==> src/rtl/regfile_wb_sequencer.sv <==
// rtl/regfile_wb_sequencer.sv - register file write-back arbiter, in-order FIFO and forwarding
// Two request sources share one FIFO that drains one entry per cycle into the RF write port.
module regfile_wb_sequencer #(
  parameter int DATA_W = 32,
  parameter int ADDR_W = 4,
  parameter int DEPTH  = 4
) (
  input  logic                     Clk,
  input  logic                     reset,
  input  logic                     alu_valid,
  output logic                     alu_ready,
  input  logic [ADDR_W-1:0]        alu_addr,
  input  logic [DATA_W-1:0]        alu_data,
  input  logic                     mem_valid,
  output logic                     mem_ready,
  input  logic [ADDR_W-1:0]        mem_addr,
  input  logic [DATA_W-1:0]        mem_data,
  input  logic                     rf_hold,
  output logic                     rf_we,
  output logic [ADDR_W-1:0]        rf_addressIn,
  output logic [DATA_W-1:0]        rf_regIn,
  input  logic [ADDR_W-1:0]        fwd_addrA,
  output logic                     fwd_hitA,
  output logic [DATA_W-1:0]        fwd_dataA,
  input  logic [ADDR_W-1:0]        fwd_addrB,
  output logic                     fwd_hitB,
  output logic [DATA_W-1:0]        fwd_dataB,
  output logic [$clog2(DEPTH):0]   count
);

  localparam int PTR_W = $clog2(DEPTH);
  localparam int CNT_W = PTR_W + 1;

  logic [ADDR_W-1:0] addr_q [DEPTH];
  logic [DATA_W-1:0] data_q [DEPTH];
  logic [DEPTH-1:0]  vld_q, vld_d;
  logic [PTR_W-1:0]  head_q, head_d, tail_q, tail_d;
  logic [CNT_W-1:0]  count_q, count_d;
  logic              rr_q, rr_d;

  logic              pop, space, push;
  logic              grant_alu, grant_mem, alu_xfer, mem_xfer;
  logic [ADDR_W-1:0] push_addr;
  logic [DATA_W-1:0] push_data;
  logic [PTR_W-1:0]  idx;

  always_comb begin
    pop       = (count_q != '0) & ~rf_hold;
    space     = (count_q < CNT_W'(DEPTH)) | pop;
    // rr_q=0 favours the ALU when both sources request
    grant_alu = alu_valid & (~mem_valid | ~rr_q);
    grant_mem = mem_valid & (~alu_valid | rr_q);
    alu_ready = reset & space & grant_alu;
    mem_ready = reset & space & grant_mem;
    alu_xfer  = alu_valid & alu_ready;
    mem_xfer  = mem_valid & mem_ready;
    push_addr = alu_xfer ? alu_addr : mem_addr;
    push_data = alu_xfer ? alu_data : mem_data;
    // $zero writes complete the handshake but never occupy an entry
    push      = (alu_xfer | mem_xfer) & (push_addr != '0);

    head_d  = pop  ? head_q + PTR_W'(1) : head_q;
    tail_d  = push ? tail_q + PTR_W'(1) : tail_q;
    count_d = count_q + CNT_W'(push) - CNT_W'(pop);
    rr_d    = (alu_xfer | mem_xfer) ? ~rr_q : rr_q;
    vld_d   = vld_q;
    if (pop)  vld_d[head_q] = 1'b0;
    if (push) vld_d[tail_q] = 1'b1;
  end

  always_ff @(posedge Clk) begin
    if (!reset) begin
      head_q  <= '0;
      tail_q  <= '0;
      count_q <= '0;
      rr_q    <= 1'b0;
      vld_q   <= '0;
    end else begin
      head_q  <= head_d;
      tail_q  <= tail_d;
      count_q <= count_d;
      rr_q    <= rr_d;
      vld_q   <= vld_d;
    end
  end

  always_ff @(posedge Clk) begin
    if (reset && push) begin
      addr_q[tail_q] <= push_addr;
      data_q[tail_q] <= push_data;
    end
  end

  assign rf_we        = pop;
  assign rf_addressIn = (count_q != '0) ? addr_q[head_q] : '0;
  assign rf_regIn     = (count_q != '0) ? data_q[head_q] : '0;
  assign count        = count_q;

  // Walk oldest to youngest so the last match is the youngest pending write
  always_comb begin
    fwd_hitA  = 1'b0;
    fwd_dataA = '0;
    fwd_hitB  = 1'b0;
    fwd_dataB = '0;
    idx       = '0;
    for (int i = 0; i < DEPTH; i++) begin
      idx = head_q + PTR_W'(i);
      if (vld_q[idx] && (fwd_addrA != '0) && (addr_q[idx] == fwd_addrA)) begin
        fwd_hitA  = 1'b1;
        fwd_dataA = data_q[idx];
      end
      if (vld_q[idx] && (fwd_addrB != '0) && (addr_q[idx] == fwd_addrB)) begin
        fwd_hitB  = 1'b1;
        fwd_dataB = data_q[idx];
      end
    end
  end

endmodule

==> config.mk <==
export PLATFORM = sky130hd
export DESIGN_NAME = regfile_wb_sequencer
export DESIGN_NICKNAME = d
export VERILOG_FILES = /design/src/rtl/regfile_wb_sequencer.sv
export SDC_FILE = /design/constraint.sdc
export NUM_CORES = 1
export LEC_CHECK = 0
export ABC_AREA = 1
export BUFFER_PORTS_ARGS = -buffer_cell sky130_fd_sc_hd__buf_4
export CORE_MARGIN = 2
export CORE_UTILIZATION = 60
export CTS_BUF_LIST = sky130_fd_sc_hd__clkbuf_8
export DETAILED_ROUTE_END_ITERATION = 12
export GPL_ROUTABILITY_DRIVEN = 0
export GPL_TIMING_DRIVEN = 1
export PLACE_DENSITY = 0.81
export SLEW_MARGIN = 40
export SYNTH_ARGS = -nofsm -noshare
export SYNTH_HDL_FRONTEND = slang
export SYNTH_SLANG_ARGS = --single-unit
==> constraint.sdc <==
create_clock -name Clk -period 4.4 [get_ports Clk]
set_clock_uncertainty 0.05 [all_clocks]
set_input_delay 0.22 -clock Clk [delete_from_list [all_inputs] [get_ports Clk]]
set_output_delay 0.22 -clock Clk [all_outputs]
set_load 0.05 [all_outputs]
==> flow_summary.toml <==
[outcome]
status = "finished, final reports clean"

[global_route]
grt_pass1_vias = 13200
grtUsageTotal_pct = 34.5
grt_overflow = 0
grt_pass1_wl_um = 64900
grt_antenna_before_repair = 0
grt_max_degree = 198

[critical_path]
r2r_cells = 16
crit_arrival_ns = 3.78
worstReg2RegStart = "count[2]$_SDFF_PN0_"
cp-start-kind = "register"
cp.required_ns = 4.13
worstPathMaxFanout = 71
endpoint_kind = "primary output"
rr_endpoint = "count[2]$_SDFF_PN0_"
reg2reg_slack_ns = 1.17
path_class = "register to primary output"

[worst_hold_path]
hold_class = "input port to register"
hold_end = "data_q[3][12]$_DFFE_PP_"
worstHoldPathCells = 3
worstHoldStart = "alu_data[12]"

[layout]
final_util_pct = 69.5
antenna_cells = 0
final_common_cell = "nand2_1"
finalNetCount = 2274
syn2layout_area_growth_pct = 14.4
layout-drive-gt1-share_pct = 13.1
final_cell_mix = "nand2_1 (683), nor2_1 (400), buf_4 (219), inv_1 (198), edfxtp_1 (144)"

[synthesis]
yosysSeqAreaShare_pct = 35.0
synth_seq_cells = 158
synthAdderAreaFrac_pct = 1.10
synth_warnings = 0
synth_top_family_by_area = "simple AND/OR/NAND/NOR gates"
synth_compound_area_share_pct = 13.0
synth_cell_types = 34
synth_cells = 2070
synthSimpleGateAreaFrac_pct = 36.5
syn_avg_cell_area_um2 = 6.36
muxShareOfSynthArea_pct = 2.43
synth_nets = 2166
syn_area_um2 = 13200
synthXorXnorAreaFrac_pct = 0.599

[routing]
wirelength_um = 41300
drt_iter0_markers = 1497
wire_per_inst_um = 16.7
antenna_left = 0
num_vias = 14300
drcViolationCount = 0
vias_per_cell = 5.78
drt-pass1-iter-count = 6

[floorplan]
die_w_um = 152
chipHeight_um = 152
initial_core_util_pct = 60.7
rows = 54
boundaryPins = 193
die-area_um2 = 23100
coreArea_um2 = 21700

[pwr]
p_seq_share_pct = 20.3
vdd_drop_max_v = 0.000413
p_sw_share_pct = 56.4
comb_power_share_pct = 67.8
p_leak_nw = 7.38
p_int_mw = 4.05
p_sw_mw = 5.23
power_frac_clock_pct = 11.9
p_per_area_nw_per_um2 = 616

[clock_tree]
cts_max_level = 4
clk_latency_ns = 0.47
clk_pin_slew_worst_paths_ns = 0.09
hold_buffers = 1
cts_made_buffers = 17
ctsResizeCount = 0
cts-root-buf = "clkbuf_8"
cts_tree = "yes"
cts_setup_buffers = 0
clock_sinks = 158
cts_buffer_depth = 2

[sta]
max_slew_margin_pct = 42.3
finalSetupViolations = 0
slew_viol_final = 0
tns_ns = 0
period_share_pct = 92.1
hold_viol_final = 0
max_freq_mhz = 247
finalHoldWorstSlack_ns = 0.0375
tightest_slew_ns = 0.864
rsz0062_at_grt = "no"
period_needed_ns = 4.05

[run]
drv_cap = 0

[placement]
hpwl_um = 27000
port_buffers = 192
## cell usage after synthesis, drive strengths merged
library cell / n / share of area (%)
a21oi: 94 / 3.6
a32oi: 52 / 3.5
and2: 1 / 0.048
buf: 99 / 4.5
clkbuf: 39 / 1.1
dfxtp: 14 / 2.1
edfxtp: 144 / 33
fa: 1 / 0.15
ha: 10 / 0.95
inv: 204 / 5.8
mux2i: 32 / 2.4
nand2: 684 / 20
nand3: 98 / 3.8
nand4: 22 / 1.0
nor2: 410 / 12
nor3: 3 / 0.19
o211ai: 5 / 0.29
o21ai: 148 / 5.7
or2: 1 / 0.048
xnor2: 1 / 0.067
xor2: 8 / 0.53
## state kept, by name, summed over array words and instances (netlist names), named ones only
signal and cells:
count 3, rr_q 1, addr_q 16, vld_q 4, data_q 128, tail_q 2, head_q 2
## stage by stage
stage          power [mW]  instance area (um2)  setup WS, ns  std cells
5_1_grt              9.84                15100        0.0722       2470
2_1_floorplan        6.44                13200         0.806       2070
3_3_place_gp         7.93                14600          1.02       2437
3_5_place_dp         8.06                14600         0.932       2437
6_report             9.28                15100         0.347       2470
4_1_cts              9.17                15000         0.414       2469
## critical path, cell delays in order (launching register included)
cell,delay [ns]
dfxtp_1,0.44
inv_2,0.10
buf_4,0.64
nand3_1,0.25
nand3_1,0.15
nand2_1,0.06
nor2_1,0.16
nand3_2,0.56
buf_4,0.41
nor2_1,0.10
nor2_1,0.05
a21oi_1,0.17
buf_4,0.22
## layout make-up
type,count,area (um2)
Tap cell,280,350
Timing Repair Buffer,227,1800
Inverter,204,769
Fill cell,1893,6620
Clock buffer,17,234
Sequential cell,158,4610
Clock inverter,14,170
Multi-Input combinational cell,1570,7130
## logic make-up (layout without fill, tap and decap cells)
kind of cell / Yosys count / in the layout
buffers and inverters: 342 / 462
AND/OR/NAND/NOR: 1219 / 1219
flip-flops: 158 / 158
multiplexers: 32 / 32
XOR/XNOR: 9 / 9
AO/OA/AOI/OAI: 299 / 299
adder cells (fa/ha/maj): 11 / 11
## metal layers
| metal | share of wire [%] | global-route usage, % |
|---|---|---|
| met2 | 47 | 57.0 |
| met3 | 11 | 5.70 |
| met4 | 3.8 | 17.4 |
| met5 | 0 | 0 |
| met1 | 39 | 43.8 |
## worst max path at each step
stage / from / endpoint / depth (start not counted)
final: head_q[1]$_SDFFE_PN0P_ / fwd_dataB[0] / 12
after global routing: head_q[1]$_SDFFE_PN0P_ / fwd_dataB[6] / 12
after CTS: head_q[1]$_SDFFE_PN0P_ / fwd_dataB[10] / 12
after detailed placement: head_q[1]$_SDFFE_PN0P_ / fwd_dataB[0] / 12
after global placement: head_q[1]$_SDFFE_PN0P_ / fwd_dataB[2] / 12
after floorplan: count[2]$_SDFF_PN0_ / addr_q[0][0]$_DFFE_PP_ / 10
## power by group through the flow
stage                     clock [mW]  combinational [mW]  sequential (mW)
after global placement             0                6.02             1.91
after global routing            1.17                6.77             1.89
final                           1.11                6.29             1.88
after floorplan                    0                4.53             1.91
after detailed placement           0                6.15             1.91
after CTS                       1.11                6.17             1.88
No activity file was read; power rests on OpenSTA's default activity.
